`src/rtl/alu_regfile_ctrl.sv`:
```
// alu_regfile_ctrl: operand register file and 3-cycle issue controller for a
// combinational ALU. Instructions (rd = rs1 op rs2) are accepted over a
// valid/ready handshake, operands are registered into the ALU, and the ALU
// result is written back to rd two edges after acceptance along with sticky
// carry/zero flags. A host load port preloads registers while idle, and a
// debug port reads any register combinationally.
// Optional feature macro: OP_COUNT_EN adds retired_cnt[15:0], a wrapping
// count of write-backs.
module alu_regfile_ctrl #(
    parameter int WIDTH = 8,
    parameter int REGS  = 8,
    localparam int AW   = $clog2(REGS)
) (
    input  logic             clk,
    input  logic             rst_n,
    input  logic             instr_valid,
    output logic             instr_ready,
    input  logic [2:0]       instr_op,
    input  logic [AW-1:0]    instr_rd,
    input  logic [AW-1:0]    instr_rs1,
    input  logic [AW-1:0]    instr_rs2,
    input  logic             ld_en,
    input  logic [AW-1:0]    ld_addr,
    input  logic [WIDTH-1:0] ld_data,
    input  logic [AW-1:0]    dbg_addr,
    output logic [WIDTH-1:0] dbg_data,
    output logic [WIDTH-1:0] alu_A,
    output logic [WIDTH-1:0] alu_B,
    output logic [2:0]       alu_opcode,
    input  logic [WIDTH-1:0] alu_Y,
    input  logic             alu_c,
    input  logic             alu_zero,
`ifdef OP_COUNT_EN
    output logic [15:0]      retired_cnt,
`endif
    output logic             wb_valid,
    output logic [AW-1:0]    wb_rd,
    output logic [WIDTH-1:0] wb_data,
    output logic             carry_flag,
    output logic             zero_flag,
    output logic             busy
);

    typedef enum logic [1:0] {
        S_IDLE = 2'd0,
        S_EXEC = 2'd1,
        S_WB   = 2'd2
    } state_t;

    state_t           state_reg;
    logic [WIDTH-1:0] regs_reg [REGS];
    logic [AW-1:0]    rd_reg;

    // Both register write sources are gated by FSM state, so at most one
    // fires per edge: host loads only in IDLE, write-back only in WB.
    logic             wr_en;
    logic [AW-1:0]    wr_addr;
    logic [WIDTH-1:0] wr_data;

    // Select the register-file write source for this cycle.
    always_comb begin
        wr_en   = 1'b0;
        wr_addr = '0;
        wr_data = '0;
        if (state_reg == S_IDLE && ld_en) begin
            wr_en   = 1'b1;
            wr_addr = ld_addr;
            wr_data = ld_data;
        end else if (state_reg == S_WB) begin
            wr_en   = 1'b1;
            wr_addr = rd_reg;
            wr_data = alu_Y;
        end
    end

    // Register file storage; cleared by reset so every register reads 0.
    always_ff @(posedge clk or negedge rst_n) begin
        if (!rst_n) begin
            for (int i = 0; i < REGS; i++) begin
                regs_reg[i] <= '0;
            end
        end else if (wr_en) begin
            regs_reg[wr_addr] <= wr_data;
        end
    end

    // Issue FSM: accept -> EXEC (ALU settles) -> WB (capture result/flags).
    always_ff @(posedge clk or negedge rst_n) begin
        if (!rst_n) begin
            state_reg  <= S_IDLE;
            rd_reg     <= '0;
            alu_A      <= '0;
            alu_B      <= '0;
            alu_opcode <= '0;
            wb_valid   <= 1'b0;
            wb_rd      <= '0;
            wb_data    <= '0;
            carry_flag <= 1'b0;
            zero_flag  <= 1'b0;
        end else begin
            wb_valid <= 1'b0;
            case (state_reg)
                S_IDLE: begin
                    // A host load in the same cycle wins; instr_ready is low then.
                    if (!ld_en && instr_valid) begin
                        alu_A      <= regs_reg[instr_rs1];
                        alu_B      <= regs_reg[instr_rs2];
                        alu_opcode <= instr_op;
                        rd_reg     <= instr_rd;
                        state_reg  <= S_EXEC;
                    end
                end
                S_EXEC: begin
                    state_reg <= S_WB;
                end
                S_WB: begin
                    carry_flag <= alu_c;
                    zero_flag  <= alu_zero;
                    wb_valid   <= 1'b1;
                    wb_rd      <= rd_reg;
                    wb_data    <= alu_Y;
                    state_reg  <= S_IDLE;
                end
                default: begin
                    state_reg <= S_IDLE;
                end
            endcase
        end
    end

`ifdef OP_COUNT_EN
    // Retired-instruction counter, bumped on every write-back; wraps naturally.
    always_ff @(posedge clk or negedge rst_n) begin
        if (!rst_n) begin
            retired_cnt <= '0;
        end else if (state_reg == S_WB) begin
            retired_cnt <= retired_cnt + 16'd1;
        end
    end
`endif

    assign instr_ready = rst_n && (state_reg == S_IDLE) && !ld_en;
    assign busy        = (state_reg != S_IDLE);
    assign dbg_data    = regs_reg[dbg_addr];

endmodule

```
`config.mk`:
```
export PLATFORM = sky130hd
export DESIGN_NAME = alu_regfile_ctrl
export DESIGN_NICKNAME = d
export VERILOG_FILES = /design/src/rtl/alu_regfile_ctrl.sv
export SDC_FILE = /design/constraint.sdc
export NUM_CORES = 1
export LEC_CHECK = 0
export CORE_MARGIN = 5
export CORE_UTILIZATION = 55
export DETAILED_ROUTE_END_ITERATION = 10
export GPL_ROUTABILITY_DRIVEN = 0
export PLACE_DENSITY = 0.81
export SYNTH_ARGS = -nofsm -noshare
export SYNTH_HDL_FRONTEND = slang
export SYNTH_SLANG_ARGS = --single-unit
export TNS_END_PERCENT = 30
```
`constraint.sdc`:
```
create_clock -name clk -period 2.2 [get_ports clk]
set_input_delay 0.33 -clock clk [delete_from_list [all_inputs] [get_ports clk]]
set_output_delay 0.33 -clock clk [all_outputs]
set_load 0.02 [all_outputs]
```
==> impl_metrics.yaml, run 1 <==
sta:
  finalSetupViolCount: 0
  worst_clock_skew_ps: 9.55
  slew_viol_final: 0
  fmax_mhz: 467
  post-route-period-util_pct: 97.4
  totalNegativeSetupSlack_ps: 0
  final-hold-violation-count: 0
  grt_setup_unrepaired: "no"
  tightestPinTransition_ps: 642
  min_period_ps: 2140
  maxSlewHeadroom_pct: 57.2
logic_synthesis:
  synthesis.yosys.warnings: 0
  number_of_nets_in_the_synthesized_netlist: 490
  postSynthRegisterBits: 102
  syn_area_per_cell_um2: 12.5
  synth_ff_type: "dfrtp_1"
  fraction_of_synthesis_flops_using_an_asynchronous_set_or_reset_pin_pct: 100
  number_of_synthesized_flops_with_an_enable_pin: 0
  postSynthCellCount: 450
  post_synth_num_cell_types: 34
  yosysSeqAreaShare_pct: 45.4
  netlist_area_um2: 5620
route:
  detail_route.wl_per_cell_um: 20.8
  drt_iter0_drc: 294
  route.antenna.remaining_nets: 0
  drcViolationCount: 0
  vias: 4060
  firstDrtPassIters: 5
  post_drt_via_cell_ratio: 5.98
  routed_wl_mm: 14.1
layout:
  finalNetCount: 582
  num_antenna_cells: 0
  fillers: 687
  postLayoutCellArea_um2: 7000
  stdcell_count: 679
  final_layout_size_suffix_gt1_share_pct: 28.6
  final_core_utilization_pct: 71.0
  layout-area-overhead-vs-synth_pct: 24.6
  flip_flop_count_of_the_largest_register_all_copies_and_words_added: 64
  combined_area_of_the_multi_input_logic_cells_um2: 2890
  area.sequential_um2: 2550
placed_design:
  place.detailed.hpwl_mm: 9.61
  io_buffers: 82
  place_area_um2: 6770
  number_of_placed_cells_counting_well_taps: 662
floorplanning:
  dieArea_um2: 12300
  num_io_pins: 83
  placeableCoreArea_um2: 9860
  starting_density_of_the_core_pct: 57.0
  die-width_um: 111
  rows: 36
  dieHeight_um: 111
clock_tree:
  clock_latency_ps: 360
  clkSlewWorstSetupHoldPaths_ps: 90
  clock_tree.htree_level_count: 3
  tritoncts_clock_tree: "yes"
  tritoncts.num_buffers: 9
  cts.sink_count: 102
  clock_tree.root_cell: "clkbuf_8"
  clock_path_buffers: 2
worst_setup_path:
  timing_worst_setup_path_type: "reg2out"
  worst-endpoint-arrival_ps: 1810
  timing.critical_path.to_type: "output pin"
  reg2reg_slack_ps: 170
  worst-path-max-fanout: 4
  regToRegEndpoint: "regs_reg[13]"
  r2r-start: "state_reg[1]"
  critical_path_required_ps: 1870
  rr_worst_depth: 5
  critical_path.startpoint_type: "flip-flop"
global_routing:
  track_usage_pct: 23.4
  number_of_global_route_vias_before_repair: 4256
  antenna_violations_before_repair: 0
  grt_first_pass_wirelength_mm: 23.0
  grt_start_max_net_pins: 103
  gr-total-overflow: 0
power:
  power-per-cell-area_nw_per_um2: 913
  irDropWorstVdd_mv: 0.467
  leak_uw: 0.00321
flow_run:
  maxCapViolations: 0
status:
  run_status: "finished, final reports clean"
min_path:
  min-delay-path-class: "in2async"
## worst max-delay path, cell delays in order (launching register included)
cell             delay, ps
dfrtp_1                440
mux4_2                 470
mux2_2                 280
clkdlybuf4s15_2        250
## layout by cell type, fill, tap and decap left out, types with 2 or more instances in the layout
cell and instances:
mux2_4 8, buf_4 26, mux2i_1 64, buf_12 8
nand2b_1 3, and2_1 7, nand2_1 35, mux2_1 16
nand2_2 2, mux4_2 16, clkdlybuf4s15_2 7, a21oi_1 3
dfrtp_1 101, clkbuf_8 10, o21ai_0 18, buf_2 4
a22oi_1 40, clkdlybuf4s50_1 67, mux2_2 67, inv_1 2
nor2b_1 6, nor2_1 10, dlygate4sd2_1 2, nand3b_1 3
clkbuf_1 4
## cell families after synthesis
logic type / share of synthesized area [%]
multiplexers: 36.6
buffers and inverters: 3.23
AND/OR/NAND/NOR: 6.55
flip-flops: 45.4
AO/OA/AOI/OAI: 8.22
## stage by stage
stage / setup slack, ps / power, uW / hold WS (ps)
6_report: 57.6 / 6390 / 13.5
5_1_grt: 21.1 / 6780 / 77.4
4_1_cts: 12.1 / 6410 / 67.9
3_5_place_dp: -513 / 5250 / 468
3_3_place_gp: -512 / 5140 / 459
2_1_floorplan: 175 / 4300 / 34.4
## report_power, final
| part | switching [uW] | internal, uW | leakage [uW] | total (uW) |
|---|---|---|---|---|
| Combinational | 984 | 1300 | 0.00182 | 2280 |
| Clock | 609 | 555 | 0.0000908 | 1160 |
| Sequential | 523 | 2430 | 0.00130 | 2950 |
| Total | 2120 | 4280 | 0.00321 | 6390 |
## cells in the mapped netlist (2+ instances only)
cell	instances	share of area, %
nand3b_1	3	0.40
mux2i_1	64	11
clkbuf_1	11	0.73
buf_2	13	1.2
a21oi_1	3	0.27
nand2b_1	3	0.33
dfrtp_1	102	45
o21ai_0	18	1.6
buf_4	4	0.53
a22oi_1	40	5.3
mux2_4	8	2.1
nor2_1	10	0.67
mux2_1	16	3.2
nand2_1	35	2.3
buf_1	7	0.47
mux4_2	16	6.4
inv_1	2	0.13
nor2b_1	6	0.67
mux2_2	67	13
nand2_2	2	0.22
and2_1	7	0.78
## area by class of cell
type,instances,area share [%]
multi-input cells,310,41.2
flip-flops and latches,102,36.5
repair buffers,117,17.2
well taps,133,2.38
clock buffers,14,2.18
clock inverters,1,0.429
inverters,2,0.107
## how the worst max path moves through the flow
stage / start / depth (start not counted) / end / slack (ps)
3_3_place_gp: dbg_addr[0] / 5 / dbg_data[5] / -510
3_5_place_dp: dbg_addr[0] / 5 / dbg_data[5] / -510
2_1_floorplan: dbg_addr[0] / 4 / dbg_data[0] / 180
4_1_cts: dbg_addr[1] / 5 / dbg_data[5] / 10
5_1_grt: regs_reg[60] / 3 / dbg_data[4] / 20
6_report: regs_reg[63] / 3 / dbg_data[7] / 60
## timing repair
action	CTS	global route
hold buffers	0	0
setup endpoints to repair	10	8
pin swaps	0	0
cloned	1	1
setup buffers	0	0
gates resized for setup	31	5
hold endpoints to repair	0	0
## per-layer routing
layer,global-route usage [%],wire (um),up-vias
li1,-,-,1851
met2,35.2,6460,165
met5,0,0,-
met4,7.70,242,0
met3,5.73,1130,17
met1,33.4,6270,2027
Note: power is estimated with default switching activity, not from simulation.
==> inputs of run 2 (changes only) <==
--- a/config.mk
+++ b/config.mk
@@ -10,6 +10,7 @@
 export DETAILED_ROUTE_END_ITERATION = 10
 export GPL_ROUTABILITY_DRIVEN = 0
 export PLACE_DENSITY = 0.81
+export RECOVER_POWER = 25
 export SYNTH_ARGS = -nofsm -noshare
 export SYNTH_HDL_FRONTEND = slang
 export SYNTH_SLANG_ARGS = --single-unit
==> run 2 against run 1 <==
Sequential share of layout area is 0.085 points higher. Die area stayed put. Worst hold slack better by 460 ps. Setup slack hardly changed. Sequential power hardly changed. Critical path type unchanged. Critical endpoint unchanged. Largest cell class unchanged. Highest routed layer unchanged.
==> impl_metrics.yaml, run 2 (synthesis gave the netlist of run 1 again) <==
clock_tree:
  clock_tree.root_cell: "clkbuf_8"
  tritoncts.num_buffers: 9
  tritoncts_clock_tree: "yes"
  clock_latency_ps: 360
  postCtsSetupRepairBufs: 0
  cts.sink_count: 102
  clkSlewWorstSetupHoldPaths_ps: 90
  clock_tree.htree_level_count: 3
  clock_path_buffers: 2
layout:
  finalNetCount: 582
  final_layout_size_suffix_gt1_share_pct: 28.4
  postLayoutCellArea_um2: 6990
  flip_flop_count_of_the_largest_register_all_copies_and_words_added: 64
  num_antenna_cells: 0
  layout.cells.most_common: "dfrtp_1"
  layout_common_cells: "dfrtp_1, mux2_2, clkdlybuf4s50_1, mux2i_1, a22oi_1"
  fillers: 690
  layout-area-overhead-vs-synth_pct: 24.3
placed_design:
  place_area_um2: 6770
  io_buffers: 82
  detailedPlace.worstSlack_ps: -513
  place.detailed.hpwl_mm: 9.61
sta:
  grt_setup_unrepaired: "no"
  slew_viol_final: 0
  worst_clock_skew_ps: 8.68
  min_period_ps: 2140
  tightestPinTransition_ps: 1360
  post-route-period-util_pct: 97.4
  finalSetupViolCount: 0
  fmax_mhz: 467
  maxSlewHeadroom_pct: 9.28
  layout_setup_ws_ps: 57.5
  final-hold-violation-count: 0
global_routing:
  track_usage_pct: 23.4
  number_of_global_route_vias_before_repair: 4256
  antenna_violations_before_repair: 0
  gr-total-overflow: 0
  grt_first_pass_wirelength_mm: 23.0
  grt_start_max_net_pins: 103
worst_setup_path:
  path_cells: "mux4_2 > mux2_2 > clkdlybuf4s15_2"
  cp_num_buf_inv: 1
  critical_path.startpoint_type: "flip-flop"
  cp_top_family: "multiplexers"
  critical_path.max_stage_delay_ps: 470
  timing_worst_setup_path_type: "reg2out"
  timing.critical_path.to_type: "output pin"
  critical_path.slowest_cell: "mux4_2"
  worst-path-max-fanout: 4
  critical_path_required_ps: 1870
  worst-endpoint-arrival_ps: 1810
floorplanning:
  dieHeight_um: 111
  num_io_pins: 83
  die-width_um: 111
  rows: 36
  dieArea_um2: 12300
  starting_density_of_the_core_pct: 57.0
  placeableCoreArea_um2: 9860
route:
  firstDrtPassIters: 5
  drcViolationCount: 0
  routed_wl_mm: 14.1
  drt_iter0_drc: 284
  post_drt_via_cell_ratio: 5.97
  route.antenna.remaining_nets: 0
  vias: 4053
  detail_route.wl_per_cell_um: 20.7
status:
  run_status: "finished, final reports clean"
flow_run:
  maxCapViolations: 0
power:
  power.clock.fraction_pct: 18.3
  p_seq_share_pct: 46.1
  net_switching_fraction_of_the_power_pct: 33.1
  switching_power_uw: 2120
  power.internal_uw: 4270
  power.share.combinational_pct: 35.6
  leak_uw: 0.00321
  power-per-cell-area_nw_per_um2: 915
  irDropWorstVdd_mv: 0.468
min_path:
  min-delay-path-class: "in2async"
-- run 2: metrics by stage --
stage,TNS [ps],hold slack [ps],cells,util (%),power (uW)
2_1_floorplan,0,34.4,450,-,4300
3_3_place_gp,-9320,459,662,68.6,5140
3_5_place_dp,-11130,468,662,68.6,5250
4_1_cts,0,67.9,678,70.8,6410
5_1_grt,0,513,679,70.8,6780
6_report,0,472,679,70.8,6390
-- run 2: worst register-to-register path: stages, from the launching register on --
cell and delay (ps):
dfrtp_2 500, or3b_1 390, a21oi_1 300, and2_1 210, buf_4 180, mux2_2 350
-- run 2: worst paths after layout --
check / endpoint / cells past startpoint / from / slack [ps]
worst max register to register: regs_reg[13] / 5 / state_reg[1] / 170
worst min register to register: alu_A[0] / 2 / alu_A[0] / 480
worst min-delay path: alu_A[7] / 2 / rst_n / 470
min in group clk: alu_A[0] / 2 / alu_A[0] / 480
worst max-delay path: dbg_data[7] / 3 / regs_reg[63] / 60
max in group asynchronous: state_reg[1] / 2 / rst_n / 810
-- run 2: layer usage --
layer  track usage (%)  vias up  routed length (um)  share of wire (%)
li1                  -     1848                   -                  -
met1              33.4     2011                6120                 44
met2              35.2      177                6480                 46
met3              5.73       17                1210                8.6
met4              7.70        0                 242                1.7
met5                 0        -                   0                  0
-- run 2: final cells by class --
class / instances / area [um2] / share of cell area, %
clock inverter: 1 / 30.0 / 0.430
clock buffer: 14 / 153 / 2.18
timing repair buffer: 117 / 1190 / 17.0
sequential: 102 / 2550 / 36.6
inverter: 2 / 7.51 / 0.107
tap: 133 / 166 / 2.38
multi-input combinational: 310 / 2890 / 41.3
-- run 2: power by group through the flow --
stage          Sequential, uW  Clock, uW  Combinational, uW
2_1_floorplan            3020          0               1290
3_3_place_gp             2930          0               2220
3_5_place_dp             2970          0               2290
4_1_cts                  2930       1190               2290
5_1_grt                  3030       1280               2470
6_report                 2950       1170               2270
-- run 2: what timing repair did --
action                     4_1_cts  5_1_grt
cloned                           1        1
setup endpoints to repair       10        8
hold buffers                     0        0
resized for setup               31        5
